[config.mk]
export PLATFORM = sky130hd
export DESIGN_NAME = segment_decoder
export DESIGN_NICKNAME = d
export VERILOG_FILES = /design/src/rtl/segment_decoder.sv
export SDC_FILE = /design/constraint.sdc
export NUM_CORES = 1
export LEC_CHECK = 0
export BUFFER_PORTS_ARGS = -buffer_cell sky130_fd_sc_hd__buf_2
export CAP_MARGIN = 10
export CORE_ASPECT_RATIO = 1.25
export CORE_MARGIN = 2
export CORE_UTILIZATION = 25
export DETAILED_ROUTE_END_ITERATION = 10
export MAX_ROUTING_LAYER = met4
export RECOVER_POWER = 50
export SLEW_MARGIN = 10
export SYNTH_ARGS = -nofsm -noshare
export SYNTH_HDL_FRONTEND = slang
export SYNTH_SLANG_ARGS = --single-unit
[constraint.sdc]
create_clock -name clk -period 5.1 [get_ports clk]
set_input_delay 0.765 -clock clk [delete_from_list [all_inputs] [get_ports clk]]
set_output_delay 0.765 -clock clk [all_outputs]
set_load 0.03 [all_outputs]
[src/rtl/segment_decoder.sv]
// Receive side of the 16-segment display link: recovers the digit behind a segment
// pattern by sequentially searching the encoder's own table through a display instance.

module display (
    input  logic [3:0]  digit,
    output logic [15:0] segment
);

    always_comb begin
        // NOTE: a default before the case keeps every path assigned, so no latch is inferred.
        segment = 16'h00B4;
        case (digit)
            4'd0: segment = 16'hFC30;
            4'd1: segment = 16'h6020;
            4'd2: segment = 16'hDDC0;
            4'd3: segment = 16'hF3C0;
            4'd4: segment = 16'h23C0;
            4'd5: segment = 16'hBBC0;
            4'd6: segment = 16'hBFC0;
            4'd7: segment = 16'hE000;
            4'd8: segment = 16'hFF00;
            4'd9: segment = 16'hFBC0;
            default: segment = 16'h00B4;
        endcase
    end

endmodule

module segment_decoder #(
    parameter int CNT_W = 8
) (
    input  logic             clk,
    input  logic             reset,
    input  logic [15:0]      seg_in,
    input  logic             in_valid,
    output logic             in_ready,
    output logic [3:0]       digit_out,
    output logic [1:0]       status,
    output logic             out_valid,
    input  logic             out_ready,
    output logic [CNT_W-1:0] miss_count
);

    localparam logic [1:0] IDLE   = 2'd0;
    localparam logic [1:0] SEARCH = 2'd1;
    localparam logic [1:0] DONE   = 2'd2;

    localparam logic [1:0] ST_DIGIT   = 2'b00;
    localparam logic [1:0] ST_ERROR   = 2'b01;
    localparam logic [1:0] ST_UNKNOWN = 2'b10;

    localparam logic [3:0] LAST_DIGIT = 4'd9;
    localparam logic [3:0] ERROR_CAND = 4'd10;

    logic [1:0]  state;
    logic [15:0] capture;
    logic [3:0]  candidate;
    logic [15:0] cand_seg;
    logic        match;

    display u_display (
        .digit   (candidate),
        .segment (cand_seg)
    );

    assign match     = (cand_seg == capture);
    assign in_ready  = (state == IDLE);
    assign out_valid = (state == DONE);

    always_ff @(posedge clk) begin
        // NOTE: non-blocking assignments so every register samples pre-edge values.
        if (reset) begin
            state      <= IDLE;
            capture    <= '0;
            candidate  <= '0;
            digit_out  <= 4'hF;
            status     <= ST_DIGIT;
            miss_count <= '0;
        end else begin
            case (state)
                IDLE: begin
                    if (in_valid) begin
                        capture   <= seg_in;
                        candidate <= '0;
                        state     <= SEARCH;
                    end
                end
                SEARCH: begin
                    // Ascending search: the lowest matching candidate wins on ambiguity.
                    if (match) begin
                        if (candidate <= LAST_DIGIT) begin
                            digit_out <= candidate;
                            status    <= ST_DIGIT;
                        end else begin
                            digit_out <= 4'hF;
                            status    <= ST_ERROR;
                        end
                        state <= DONE;
                    end else if (candidate == ERROR_CAND) begin
                        digit_out <= 4'hF;
                        status    <= ST_UNKNOWN;
                        state     <= DONE;
                    end else begin
                        candidate <= candidate + 4'd1;
                    end
                end
                DONE: begin
                    if (out_ready) begin
                        state <= IDLE;
                        if (status == ST_UNKNOWN && miss_count != {CNT_W{1'b1}})
                            miss_count <= miss_count + 1'b1;
                    end
                end
                default: state <= IDLE;
            endcase
        end
    end

endmodule

==> run summary <==
status: finished clean
FF-to-FF End: u_display.segment[9]
Die Y: 110 um
H-tree levels: 2
Fin. Hold Viols: 0
maximum capacitance violations: 0
Hold Path Depth: 2
Synth Flop Type: dfxtp_1
layout cell share with drive strength beyond 1: 13.0%
dpl ws: 2100 ps
Die Width: 88.6 um
all-layer global routing usage: 10.3%
site row count: 38
Die ar.: 0.00972 mm2
CTS root buffer: clkbuf_8
GP Congestion: 0.747
Mapped Nets: 291
setup TNS: 0 ps
YS warnings: 0
drt pass-1 iters: 4
initial antenna violation count: 0
min Tclk post-route: 3570 ps
slew margin rel.: 24.7%
Cells after Synth: 260
Yosys cell types: 42
Core Region: 0.00870 mm2
highest net fanout along the worst path: 10
Seq/Total Area, Yosys: 43.9%
cts hold-fix bufs: 0
crit end category: register
hold_sp: capture[3]
Worst Path Arrival: 3800 ps
final instance area: 0.00256 mm2
EDFF count, synth: 0
CTS Sinks: 49
nets@finish: 322
grt ovf: 0
CTS tree: done
# DRC: 0
fmax: 0.280 GHz
CTS clk-pin slew, worst paths: 90 ps
worst r2r src: capture[5]
PostCTS Resize Cnt: 0
Synth async-reset ratio: 0%
Iter 0 DRT Violations: 66
I/O Pins: 36
FF+latch count, synth: 49
Slew @ Worst Pin: 1120 ps
post-CTS setup buffer count: 0
period utilization: 70.0%
# diodes: 0
worst hold path class: register to register
Leakage: 0.981 nW
final WL: 4620 um
WHS: 466 ps
initial core utilization: 25.7%
area delta synth->final: 14.7%
mean post-synth cell area: 8.59 um2
total number of vias: 1833
fin. max-slew vios: 0
Power per Cell Area: 275 mW/mm2
Worst Reg2Reg Path Length in Cells: 9
VDD IR max: 108 uV
Port Buffers: 35
drt via density: 4.45
min setup slack post-route: 1530 ps
clk buf depth: 2
critical path required time: 5330 ps
crit path kind: register to register
Worst Clk Skew: 6.78 ps
Routed wire per std cell: 11.2 um
Final setup viols: 0
CP Launch Type: register
reg2reg setup slack: 1530 ps
first-pass GRT wire length: 7580 um
Clock Latency Late Sink: 300 ps
CTS Buf Count: 5
RSZ-0062 raised after global routing: false
hold endpoint: capture[3]
placed wire-length estimate: 3470 um
vias in the first global route: 1732
Placement Cell Area: 0.00251 mm2
largest net degree at the start of global routing: 49
Routed Antenna Nets: 0
Mapped Area: 0.00223 mm2
[cells by family (layout without fill, tap and decap cells)]
family / Yosys count / count (layout) / share of synthesized area, %
simple gates: 110 / 110 / 23.9
flops: 49 / 49 / 43.9
compound gates: 48 / 48 / 12.9
xor+xnor: 20 / 20 / 7.84
buf+inv: 18 / 50 / 3.42
fa+ha+maj: 11 / 11 / 6.16
mux: 4 / 4 / 1.90
[stage by stage]
step | instances | power, mW | util [%]
2_1_floorplan | 260 | 0.469 | -
3_3_place_gp | 404 | 0.487 | 28.8
3_5_place_dp | 404 | 0.488 | 28.8
4_1_cts | 412 | 0.716 | 29.8
5_1_grt | 412 | 0.742 | 29.5
6_report | 412 | 0.704 | 29.5
[cell usage after synthesis, types with 3 or more instances]
cell	instances	area, um2
nand3_1	5	25.0
a21oi_1	23	115
o21ai_0	7	35.0
dfxtp_1	49	981
nor2_1	26	97.6
xnor2_1	14	123
o211ai_1	5	37.5
nor3_1	5	25.0
o21bai_1	3	22.5
xor2_1	6	52.6
inv_1	7	26.3
nand2_1	48	180
clkbuf_1	8	30.0
nand4_1	6	37.5
ha_1	11	138
[sequential cells by signal (all words and copies together) (netlist names)]
signal / count
capture: 16
digit_out: 4
status: 2
miss_count: 8
u_display.segment: 13
candidate: 4
state: 2
[per-layer routing]
metal / vias up / wire length (um) / GRT usage (%)
li1: 944 / - / -
met2: 28 / 2420 / 18.4
met1: 853 / 1950 / 10.7
met4: 0 / 119 / 4.98
met5: - / 0 / -
met3: 8 / 133 / 2.03
[final cells by class]
| type | instances | area, um2 |
|---|---|---|
| Tap cell | 120 | 150 |
| Multi-Input combinational cell | 193 | 1160 |
| Fill cell | 931 | 6140 |
| Timing Repair Buffer | 35 | 159 |
| Clock buffer | 7 | 76.3 |
| Sequential cell | 49 | 981 |
| Clock inverter | 1 | 7.51 |
| Inverter | 7 | 26.3 |
[worst max-delay path, cell delays in order, from the launching register on]
cell	delay, ps
dfxtp_1	330
xor2_1	160
or4_4	410
nor4_1	860
or3_1	340
mux2i_1	370
nor2_1	160
ha_1	280
or4_1	500
o211ai_1	90
[how the worst max path moves through the flow]
stage / startpoint / end
after floorplan: capture[5] / u_display.segment[9]
after global placement: capture[5] / u_display.segment[9]
after detailed placement: capture[5] / u_display.segment[9]
after CTS: capture[5] / u_display.segment[9]
after global routing: capture[5] / u_display.segment[9]
final: capture[5] / u_display.segment[9]
[where the power goes]
part           leakage, nW  switching [mW]  internal, mW
clock network       0.0385           0.129        0.0973
registers            0.399         0.00934         0.397
logic                0.544          0.0394        0.0319
total                0.981           0.177         0.526
[cells in the final DEF, fill, tap and decap left out, types with 2 or more instances in the layout]
cell	instances
nand3_1	5
inv_1	7
or3_1	2
o211ai_1	5
clkbuf_8	5
nor2b_1	2
a21oi_1	23
dfxtp_1	49
or4_1	2
or4_4	2
nor2_1	26
xor2_1	6
o21bai_1	3
o311a_1	2
nand2_1	48
nand2b_1	2
buf_2	22
o21ai_0	8
nor3_1	5
mux2_2	2
xnor2_1	14
clkbuf_1	15
and2_0	2
ha_1	11
mux2i_1	2
o22ai_1	2
and2b_2	2
nand4_1	6
(Power assumes the default switching activity.)
